===== src/rtl/student_fir_sum_tree_pkg.sv =====
// rtl/student_fir_sum_tree_pkg.sv - shared types and width helpers for the FIR sum tree
package student_fir_sum_tree_pkg;

  typedef enum logic {
    S_IDLE    = 1'b0,
    S_COLLECT = 1'b1
  } collect_state_e;

  function automatic int clog2_f(input int n);
    int r;
    int v;
    r = 0;
    v = 1;
    while (v < n) begin
      v = v * 2;
      r = r + 1;
    end
    return r;
  endfunction

  function automatic int sum_width(input int in_w, input int n);
    return in_w + clog2_f(n);
  endfunction

  function automatic int tree_levels(input int n);
    return clog2_f(n);
  endfunction

  // Element count entering a given tree level; odd leftovers carry forward.
  function automatic int lanes_at(input int n, input int lvl);
    int c;
    c = n;
    for (int i = 0; i < lvl; i++) c = (c + 1) / 2;
    return c;
  endfunction

  // Bit offset of a level's data within the flattened stage bus.
  function automatic int stage_offset(input int n, input int w, input int lvl);
    int o;
    o = 0;
    for (int i = 0; i < lvl; i++) o = o + lanes_at(n, i) * w;
    return o;
  endfunction

endpackage


===== src/rtl/student_fir_sum_tree_level.sv =====
// rtl/student_fir_sum_tree_level.sv - one registered pairwise-reduction level of the sum tree
module student_fir_sum_tree_level
  import student_fir_sum_tree_pkg::*;
#(
  parameter int N_IN  = 2,
  parameter int W     = 8,
  parameter int N_OUT = (N_IN + 1) / 2
) (
  input  logic               clk_i,
  input  logic               rst_ni,
  input  logic               valid_i,
  input  logic [N_IN*W-1:0]  data_i,
  output logic               valid_o,
  output logic [N_OUT*W-1:0] data_o
);

  // Operands are pre-extended to the full sum width, so pair sums cannot overflow.
  always_ff @(posedge clk_i or negedge rst_ni) begin
    if (!rst_ni) begin
      valid_o <= 1'b0;
      data_o  <= '0;
    end else begin
      valid_o <= valid_i;
      if (valid_i) begin
        for (int k = 0; k < N_IN / 2; k++) begin
          data_o[k*W +: W] <= data_i[2*k*W +: W] + data_i[(2*k+1)*W +: W];
        end
        if (N_IN % 2 == 1) begin
          data_o[(N_OUT-1)*W +: W] <= data_i[(N_IN-1)*W +: W];
        end
      end
    end
  end

endmodule


===== src/rtl/student_fir_sum_tree.sv =====
// rtl/student_fir_sum_tree.sv - FIR partial-sum collector, adder tree and round/shift/saturate stage
module student_fir_sum_tree
  import student_fir_sum_tree_pkg::*;
#(
  parameter int NUM_IN    = 4,
  parameter int IN_WIDTH  = 32,
  parameter int OUT_WIDTH = 32,
  parameter int TIMEOUT   = 1023
) (
  input  logic                       clk_i,
  input  logic                       rst_ni,
  input  logic [NUM_IN-1:0]          lane_valid_i,
  input  logic [NUM_IN*IN_WIDTH-1:0] lane_data_i,
  input  logic [4:0]                 shift_i,
  input  logic                       round_en_i,
  input  logic                       sat_en_i,
  input  logic                       clear_i,
  output logic                       y_valid_o,
  output logic [OUT_WIDTH-1:0]       y_o,
  output logic                       ovf_o,
  output logic                       lane_err_o,
  output logic                       busy_o
);

  localparam int SUM_W   = sum_width(IN_WIDTH, NUM_IN);
  localparam int L       = tree_levels(NUM_IN);
  localparam int BUS_W   = stage_offset(NUM_IN, SUM_W, L + 1);
  localparam int SUM_OFF = stage_offset(NUM_IN, SUM_W, L);
  localparam int EXT_W   = SUM_W + 1;
  localparam int CMP_W   = (EXT_W > OUT_WIDTH) ? EXT_W : OUT_WIDTH;
  localparam int MAX_SH  = SUM_W - 1;
  localparam int CNT_W   = (TIMEOUT < 2) ? 1 : clog2_f(TIMEOUT);

  localparam logic [CNT_W-1:0]            CNT_LAST = CNT_W'(TIMEOUT - 1);
  localparam logic signed [OUT_WIDTH-1:0] SAT_MAX  = {1'b0, {(OUT_WIDTH-1){1'b1}}};
  localparam logic signed [OUT_WIDTH-1:0] SAT_MIN  = ~SAT_MAX;
  localparam logic signed [CMP_W-1:0]     CMP_MAX  = SAT_MAX;
  localparam logic signed [CMP_W-1:0]     CMP_MIN  = SAT_MIN;

  collect_state_e             state_q, state_d;
  logic [NUM_IN-1:0]          pending_q, pending_d;
  logic [CNT_W-1:0]           cnt_q, cnt_d;
  logic [NUM_IN*IN_WIDTH-1:0] hold_q;
  logic [NUM_IN-1:0]          capture, dup;
  logic                       complete, timeout_hit, err_set;
  logic [NUM_IN*SUM_W-1:0]    launch_d, launch_data_q;
  logic                       launch_valid_q;

  logic [BUS_W-1:0]           stage_data;
  logic [L:0]                 stage_valid;

  logic signed [SUM_W-1:0]    tree_sum;
  logic                       tree_valid;
  logic [5:0]                 shamt;
  logic signed [EXT_W-1:0]    ext, rnd, shifted;
  logic signed [CMP_W-1:0]    wide;
  logic                       ovf_hit;
  logic [OUT_WIDTH-1:0]       y_next;

  assign capture     = lane_valid_i & ~pending_q;
  assign dup         = lane_valid_i & pending_q;
  assign complete    = &(pending_q | lane_valid_i);
  assign timeout_hit = (state_q == S_COLLECT) && (cnt_q == CNT_LAST);
  assign busy_o      = (state_q == S_COLLECT);

  // Clear beats every error source but never blocks a completing frame's launch.
  always_comb begin
    state_d   = state_q;
    pending_d = pending_q;
    cnt_d     = cnt_q;
    err_set   = 1'b0;
    if (clear_i) begin
      state_d   = S_IDLE;
      pending_d = '0;
      cnt_d     = '0;
    end else if (complete) begin
      state_d   = S_IDLE;
      pending_d = '0;
      cnt_d     = '0;
      err_set   = |dup;
    end else if (timeout_hit) begin
      state_d   = S_IDLE;
      pending_d = '0;
      cnt_d     = '0;
      err_set   = 1'b1;
    end else begin
      pending_d = pending_q | lane_valid_i;
      state_d   = (|pending_d) ? S_COLLECT : S_IDLE;
      cnt_d     = (state_q == S_COLLECT) ? cnt_q + CNT_W'(1) : '0;
      err_set   = |dup;
    end
  end

  always_comb begin
    launch_d = '0;
    for (int n = 0; n < NUM_IN; n++) begin
      launch_d[n*SUM_W +: SUM_W] = capture[n]
        ? SUM_W'($signed(lane_data_i[n*IN_WIDTH +: IN_WIDTH]))
        : SUM_W'($signed(hold_q[n*IN_WIDTH +: IN_WIDTH]));
    end
  end

  always_ff @(posedge clk_i or negedge rst_ni) begin
    if (!rst_ni) begin
      state_q   <= S_IDLE;
      pending_q <= '0;
      cnt_q     <= '0;
    end else begin
      state_q   <= state_d;
      pending_q <= pending_d;
      cnt_q     <= cnt_d;
    end
  end

  always_ff @(posedge clk_i or negedge rst_ni) begin
    if (!rst_ni) begin
      hold_q         <= '0;
      lane_err_o     <= 1'b0;
      launch_valid_q <= 1'b0;
      launch_data_q  <= '0;
    end else begin
      for (int n = 0; n < NUM_IN; n++) begin
        if (capture[n]) hold_q[n*IN_WIDTH +: IN_WIDTH] <= lane_data_i[n*IN_WIDTH +: IN_WIDTH];
      end
      if (clear_i)      lane_err_o <= 1'b0;
      else if (err_set) lane_err_o <= 1'b1;
      launch_valid_q <= complete;
      if (complete) launch_data_q <= launch_d;
    end
  end

  assign stage_data[NUM_IN*SUM_W-1:0] = launch_data_q;
  assign stage_valid[0]               = launch_valid_q;

  for (genvar i = 0; i < L; i++) begin : g_level
    localparam int N_I   = lanes_at(NUM_IN, i);
    localparam int N_O   = lanes_at(NUM_IN, i + 1);
    localparam int OFF_I = stage_offset(NUM_IN, SUM_W, i);
    localparam int OFF_O = stage_offset(NUM_IN, SUM_W, i + 1);

    student_fir_sum_tree_level #(
      .N_IN  (N_I),
      .W     (SUM_W),
      .N_OUT (N_O)
    ) u_level (
      .clk_i   (clk_i),
      .rst_ni  (rst_ni),
      .valid_i (stage_valid[i]),
      .data_i  (stage_data[OFF_I +: N_I*SUM_W]),
      .valid_o (stage_valid[i+1]),
      .data_o  (stage_data[OFF_O +: N_O*SUM_W])
    );
  end

  assign tree_sum   = stage_data[SUM_OFF +: SUM_W];
  assign tree_valid = stage_valid[L];

  // One guard bit above the sum absorbs the rounding increment.
  always_comb begin
    shamt   = (int'(shift_i) > MAX_SH) ? 6'(MAX_SH) : {1'b0, shift_i};
    ext     = EXT_W'(tree_sum);
    rnd     = (round_en_i && (shamt != 6'd0)) ? (EXT_W'(1) << (shamt - 6'd1)) : '0;
    shifted = (ext + rnd) >>> shamt;
    wide    = CMP_W'(shifted);
    ovf_hit = (wide > CMP_MAX) || (wide < CMP_MIN);
    y_next  = wide[OUT_WIDTH-1:0];
    if (ovf_hit && sat_en_i) y_next = (wide > CMP_MAX) ? SAT_MAX : SAT_MIN;
  end

  always_ff @(posedge clk_i or negedge rst_ni) begin
    if (!rst_ni) begin
      y_valid_o <= 1'b0;
      y_o       <= '0;
      ovf_o     <= 1'b0;
    end else begin
      y_valid_o <= tree_valid;
      if (tree_valid) y_o <= y_next;
      if (clear_i)                     ovf_o <= 1'b0;
      else if (tree_valid && ovf_hit)  ovf_o <= 1'b1;
    end
  end

endmodule


===== config.mk =====
export PLATFORM = sky130hd
export DESIGN_NAME = student_fir_sum_tree
export DESIGN_NICKNAME = d
export VERILOG_FILES = /design/src/rtl/student_fir_sum_tree_pkg.sv /design/src/rtl/student_fir_sum_tree_level.sv /design/src/rtl/student_fir_sum_tree.sv
export SDC_FILE = /design/constraint.sdc
export NUM_CORES = 1
export LEC_CHECK = 0
export BUFFER_PORTS_ARGS = -buffer_cell sky130_fd_sc_hd__clkbuf_2
export CAP_MARGIN = 40
export CORE_ASPECT_RATIO = 1.1
export CORE_UTILIZATION = 55
export DETAILED_ROUTE_END_ITERATION = 6
export PLACE_DENSITY_LB_ADDON = 0.3
export RECOVER_POWER = 50
export SYNTH_ARGS = -nofsm -noshare
export SYNTH_HDL_FRONTEND = slang
export SYNTH_SLANG_ARGS = --single-unit

===== constraint.sdc =====
create_clock -name clk_i -period 4.45 [get_ports clk_i]
set_input_delay 0 -clock clk_i [delete_from_list [all_inputs] [get_ports clk_i]]
set_output_delay 0 -clock clk_i [all_outputs]
set_load 0.02 [all_outputs]

* Word-level counts from Yosys, hierarchy flattened
Cells that the tools add are included.
Cells by class: add/sub/neg operators 6, $lt $le $gt $ge 2, eq/ne operators 1, shift operators 2, multiplexer cells 25, bitwise operators 4, reductions and logical operators 11
Operators with widths (number):
- $mux 34 | 4
- $add 34x34->34 | 3
- $mux 32 | 2
- $mux 10 | 4
- $add 34x35->35 | 1
- $gt 35x32->1 const B | 1
- $lt 35x32->1 const B | 1
- $mux 35 | 1
- $shl 1x6->35 const A | 1
- $sshr 35x5->35 | 1
- $mux 4 | 3
- $mux 1 | 11
- $add 10x1->10 const B | 1
- $eq 10x10->1 const B | 1
- $and 4x4->4 | 2
- $reduce_or 4->1 | 2
- $sub 5x1->6 const B | 1
- $reduce_bool 5->1 | 1
- $logic_and 1x1->1 | 4
- $not 4->4 | 1
- $or 4x4->4 | 1
- $reduce_and 4->1 | 1
- $reduce_bool 2->1 | 2
- $logic_or 1x1->1 | 1
Storage, ports and cells: bits in registers 419, input bits 142, output and inout bits 36, logic and storage cells 68

* Longest topological paths before layout
depth after elaboration 10, depth in mapped cells 23, mapped depth without buffers 17

* Cells and area by module
From an unflattened synthesis, not the netlist that was laid out.
Second synthesis, totals: cells, all modules 2868, area, all modules 26172.6 sq um
By module, submodules not included:
- student_fir_sum_tree | times used 1, cells each 1820, area an instance 16848.7 sq um, seq. area each 7682.4 sq um
- student_fir_sum_tree_level (g_level[0].u_level) | times used 1, cells each 678, area an instance 6085.8 sq um, seq. area each 1726.7 sq um
- student_fir_sum_tree_level (g_level[1].u_level) | times used 1, cells each 370, area an instance 3238.1 sq um, seq. area each 875.8 sq um

* Worst setup path before layout
OpenSTA, ideal clock, no wires.
path type input to register, start input port shift_i[3], end register y_o[21], library setup time 0.151 ns, arrival 4.414 ns, required time 4.299 ns, slack -0.115 ns, stages 21, path buffers 4, path through clkbuf_1 -> inv_1 -> clkbuf_1 -> clkbuf_1 -> nor2_1 -> nand2_1 -> nor2_1 -> ha_1 -> nand3_2 -> or4_1 -> a31o_1 -> o21a_1 -> o31a_1 -> xor2_1 -> buf_2 -> o21a_1 -> nor2_1 -> o2111ai_1 -> nand2_1 -> a21oi_1 -> a311oi_1
Between the ends: cells in the longest elaborated chain, start to end 9, elaborated cells on any way between the ends 13, those cells by class 2 x add/sub; 2 x order compare; 2 x shift; 3 x mux; 4 x reduce/logical
Ends and longest elaborated chain:
- from (decl) | RTL line student_fir_sum_tree.sv:14 | input logic [4:0] shift_i,
- $sub 5x1->6 or $reduce_bool 5->1 (tied branches) | RTL line student_fir_sum_tree.sv:162 | rnd = (round_en_i && (shamt != 6'd0)) ? (EXT_W'(1) << (shamt - 6'd1)) : '0;
- $shl 1x6->35 or $logic_and 1x1->1 (tied branches) | RTL line student_fir_sum_tree.sv:162
- $mux 35 | RTL line student_fir_sum_tree.sv:162
- $add 34x35->35 | RTL line student_fir_sum_tree.sv:163 | shifted = (ext + rnd) >>> shamt;
- $sshr 35x5->35 * | RTL line student_fir_sum_tree.sv:163
- $gt 35x32->1 or $lt 35x32->1 (tied branches) | RTL line student_fir_sum_tree.sv:165, student_fir_sum_tree.sv:167
- $logic_or 1x1->1 | RTL line student_fir_sum_tree.sv:165 | ovf_hit = (wide > CMP_MAX) || (wide < CMP_MIN);
- $logic_and 1x1->1 | RTL line student_fir_sum_tree.sv:167 | if (ovf_hit && sat_en_i) y_next = (wide > CMP_MAX) ? SAT_MAX : SAT_MIN;
- $mux 32 * | RTL line student_fir_sum_tree.sv:167
- to (signal assigned) | RTL line student_fir_sum_tree.sv:177 | if (tree_valid) y_o <= y_next;
- to (decl) | RTL line student_fir_sum_tree.sv:19 | output logic [OUT_WIDTH-1:0] y_o,
Every way passes the cells marked *; elsewhere a longest branch is shown, timed or not. A chain may end at the register's enable or synchronous reset.

* Final worst setup path
start register g_level[1].u_level.data_o[7], end register y_o[10]
Between the ends: cells in the longest elaborated chain, start to end 6, elaborated cells on any way between the ends 8, those cells by class 1 x add/sub; 2 x order compare; 1 x shift; 2 x mux; 2 x reduce/logical
Ends and longest elaborated chain:
- from (decl) | RTL line student_fir_sum_tree_level.sv:14 | output logic [N_OUT*W-1:0] data_o
- from (signal, indexed assignment) | RTL line student_fir_sum_tree_level.sv:26 | data_o[k*W +: W] <= data_i[2*k*W +: W] + data_i[(2*k+1)*W +: W];
- from (signal, indexed assignment) | RTL line student_fir_sum_tree_level.sv:29 | data_o[(N_OUT-1)*W +: W] <= data_i[(N_IN-1)*W +: W];
- $add 34x35->35 * | RTL line student_fir_sum_tree.sv:163
- $sshr 35x5->35 * | RTL line student_fir_sum_tree.sv:163
- $gt 35x32->1 or $lt 35x32->1 (tied branches) | RTL line student_fir_sum_tree.sv:165, student_fir_sum_tree.sv:167
- $logic_or 1x1->1 | RTL line student_fir_sum_tree.sv:165
- $logic_and 1x1->1 | RTL line student_fir_sum_tree.sv:167
- $mux 32 * | RTL line student_fir_sum_tree.sv:167
Marks and branches as above.

==> impl_results.md <==
- Share of cells above drive strength 1: between 20% and 30%
- Hold Vio Cnt, Final: 0
- Peak supply drop: 0.423 mV
- Power per standard cell area: 654 nW/um2
- Initial antenna violation count: 0
- DPL Wire Length: 50600 um
- Kind of critical path: reg2reg
- Fin nets: between 3000 and 4000
- WL/cell: 19.8 um
- WL met1: roughly 29000 um
- Worst-Margin Slew: 2640 ps
- Arr. time, crit path: between 4000 and 5000 ps
- Die width: about 200 um
- Multi-input logic area: about 14000 um2
- Met3 WL: 2730 um
- Crit Reg-Reg Endpoint: y_o[10]$_DFFE_PN0P_
- Worst Setup End Kind: flop
- Drt pass-1 iters: 6
- Row count: 80
- Final ANT Viol Nets: 0
- Area grow syn2layout: 20.6%
- Post-Syn Area per Cell: between 9 and 10 um2
- Largest net degree at the start of global routing: 111
- Clock Tree Buf Depth: 3
- Skew final: ~32 ps
- Worst-Skew Late Latency: approximately 580 ps
- CP bufs+invs: 1
- Uppermost layer routed: met4
- Post-synthesis register bit count: slightly above 400
- Drc violations: 0
- DIE HEIGHT: ~220 um
- Area contributors post-synth: dfrtp_1 (42%), mux2_2 (10%), nand2_1 (7.6%)
- Count leader, synth: nand2_1
- Post-synth cell types: 88
- Crit share post-route: about 95%
- Worst slew margin: -75.9%
- Vias: between 20000 and 25000
- RSZ-0062 raised after global routing: no
- First-pass GRT wire length: about 110000 um
- H-tree depth: 2
- Vias in the first global route: about 22000
- Total Wirelength: around 70000 um
- Synth Warn #: 0
- Failing checks: capacitance limit, slew limit
- Syn Inst Count: ~2600
- Fmax: 237 MHz
- Util after Layout: a little under 70%
- Ys async rst share: between 90% and 100%
- Via density per instance: 5.88
- Met2 wire len: 35800 um
- Post-synth top area cell: dfrtp_1
- Critical path cell sequence: ha_1 > nand3_2 > or4_1 > a31o_1 > o21a_1 > o31a_1 > xor2_2 > mux2_2 > or3_4 > a21oi_4 > o211ai_2 > buf_4 > nor2_2 > a211oi_1
- CP max stage delay: a little under 600 ps
- # fillers: approximately 3300
- Synth top area share: 41.8%
- CTS tree: yes
- Leak Pwr: around 14 nW
- Initial Utilization: between 50% and 60%
- Post-CTS setup buffer count: 0
- Critical Path Start Type: flop
- R2R depth: 14
- Commonest cells in the netlist: nand2_1 (497), dfrtp_1 (411), mux2_2 (221)
- Slowest cell on crit path: or4_1
- Post-synthesis sequential area ratio: 41.8%
- Min-delay worst type: in2reg
- Worst R2R Start: g_level[1].u_level.data_o[7]$_DFFE_PN0P_
- Synthesized area: ~25000 um2
- I/O pin count: 178
- Synth Flop Type: dfrtp_1
- Storage element area: 10300 um2
- GPL Wtd Cong: around 1
- CTS Buf Count: 41
- # diodes: 0
- Fin. max-slew vios: about 220
- Worst hold path startpoint: shift_i[3]
- Worst Path Required: roughly 4900 ps
- Total track usage: 31.4%
- Area of the core: about 44000 um2
- Number of port buffers: 177
- Hold path endpoint: y_o[21]$_DFFE_PN0P_
- Worst R2R Setup Slack: roughly 220 ps
- Hold depth: 4
- Max Cap Viol: 4
- DR iter-0 viols: 1358
- Worst Path Max Fanout: 6
- GRT Residual Overflow: 0
- Total negative slack: 0 ps
- Status: complete, but fails checks
- CTS root buffer: clkbuf_16
- Full die area: roughly 46000 um2
- Post-synth EDFFs: 0
- CTS sink cnt: between 400 and 500
- Clock Pin Slew Worst Setup and Hold Paths: 60 ps
- Final setup vio count: 0
- CP top delay family: compound AO/OA/AOI/OAI gates
- Minimum clock period: ~4200 ps
through the flow:
stage / hold slack [ps] / setup WS [ps] / cells / area [um2] / power, mW
final: 94.8 / 224 / 3558 / 29700 / 19.4
after global routing: 132 / 21.7 / 3558 / 29700 / 20.7
after CTS: 74.9 / 83.9 / 3558 / 29800 / 19.4
after detailed placement: 97.0 / 14.2 / 3344 / 26900 / 15.3
after global placement: 89.8 / 90.1 / 3342 / 26800 / 15.0
after floorplan: -296 / 34.5 / 2591 / 24700 / 12.2
flip-flops by register name, summed over array words and instances, names as in the netlist:
| register | count |
|---|---|
| g_level.u_level.valid_o | 2 |
| hold_q | 128 |
| y_valid_o | 1 |
| busy_o | 1 |
| ovf_o | 1 |
| y_o | 32 |
| lane_err_o | 1 |
| launch_valid_q | 1 |
| cnt_q | 10 |
| launch_data_q | 128 |
| g_level.u_level.data_o | 102 |
| pending_q | 4 |
how the worst max path moves through the flow:
stage                                             start             endpoint  slack [ps]  depth (start not counted)
5_1_grt        g_level[1].u_level.data_o[7]$_DFFE_PN0P_  y_o[21]$_DFFE_PN0P_          20                         15
6_report       g_level[1].u_level.data_o[7]$_DFFE_PN0P_  y_o[10]$_DFFE_PN0P_         220                         14
3_5_place_dp                                 shift_i[2]  y_o[18]$_DFFE_PN0P_          10                         20
3_3_place_gp                                 shift_i[0]  y_o[26]$_DFFE_PN0P_          90                         20
4_1_cts        g_level[1].u_level.data_o[0]$_DFFE_PN0P_  y_o[10]$_DFFE_PN0P_          80                         15
2_1_floorplan                                shift_i[1]  y_o[25]$_DFFE_PN0P_          30                         19
layer usage:
metal,global-route usage [%],vias to the layer above
met5,0,-
met2,55.4,596
met4,13.4,0
li1,-,9878
met3,3.58,153
met1,38.8,10300
where the power goes:
| group | internal (mW) | total (mW) | switching [mW] |
|---|---|---|---|
| Combinational | 4.24 | 9.73 | 5.49 |
| Clock | 2.45 | 3.97 | 1.53 |
| Sequential | 4.91 | 5.74 | 0.829 |
cell usage in the layout (no fill, tap or decap), types with 14 or more instances in the layout:
cell,n
nand2_1,497
dfrtp_1,411
mux2_2,220
nor2_1,199
a21oi_1,143
clkbuf_2,143
dlygate4sd3_1,138
ha_1,133
buf_4,118
o21ai_0,85
xnor2_1,83
a21o_1,63
inv_1,56
clkbuf_1,44
clkbuf_16,41
nand3_1,39
xor2_1,39
nor3_1,38
mux2i_1,38
o21a_1,27
nor2b_1,23
o211ai_1,23
nand2b_1,21
a31oi_1,20
a211oi_1,20
o21bai_1,18
and3_1,17
or3_1,16
nand4_1,15
mux4_2,14
worst register-to-register path, delay by kind of cell, from the launching register on:
| family | cells | cell delay [ps] |
|---|---|---|
| AOI/OAI and AO/OA | 6 | 1330 |
| xor gates and xnor gates | 1 | 170 |
| adders and majority gates | 1 | 410 |
| buffers and inverters | 1 | 210 |
| DFF | 1 | 390 |
| muxes | 1 | 310 |
| and+or+nand+nor | 4 | 1270 |
cell families (layout without fill, tap and decap cells):
group / Yosys count / after routing / synth area share, %
other: 1 / 3 / 0.0152
AOI/OAI and AO/OA: 550 / 550 / 15.2
and+or+nand+nor: 908 / 908 / 15.7
DFF: 411 / 411 / 41.8
buffers and inverters: 186 / 579 / 2.88
adders and majority gates: 137 / 137 / 7.08
muxes: 273 / 273 / 12.9
xor gates and xnor gates: 123 / 123 / 4.37
final cells by class:
class	instances	share of cell area, %
Clock buffer	51	3.78
Clock inverter	25	1.44
Inverter	58	0.737
Multi-Input combinational cell	1994	46.1
Sequential cell	411	34.6
Tap cell	574	2.42
Timing Repair Buffer	445	10.9
repair_timing:
action	in CTS	in global routing
hold buffers	138	0
resized for setup	0	5
setup endpoints to repair	0	18
hold endpoints to repair	362	0
Note: power is estimated with default switching activity, not from simulation.
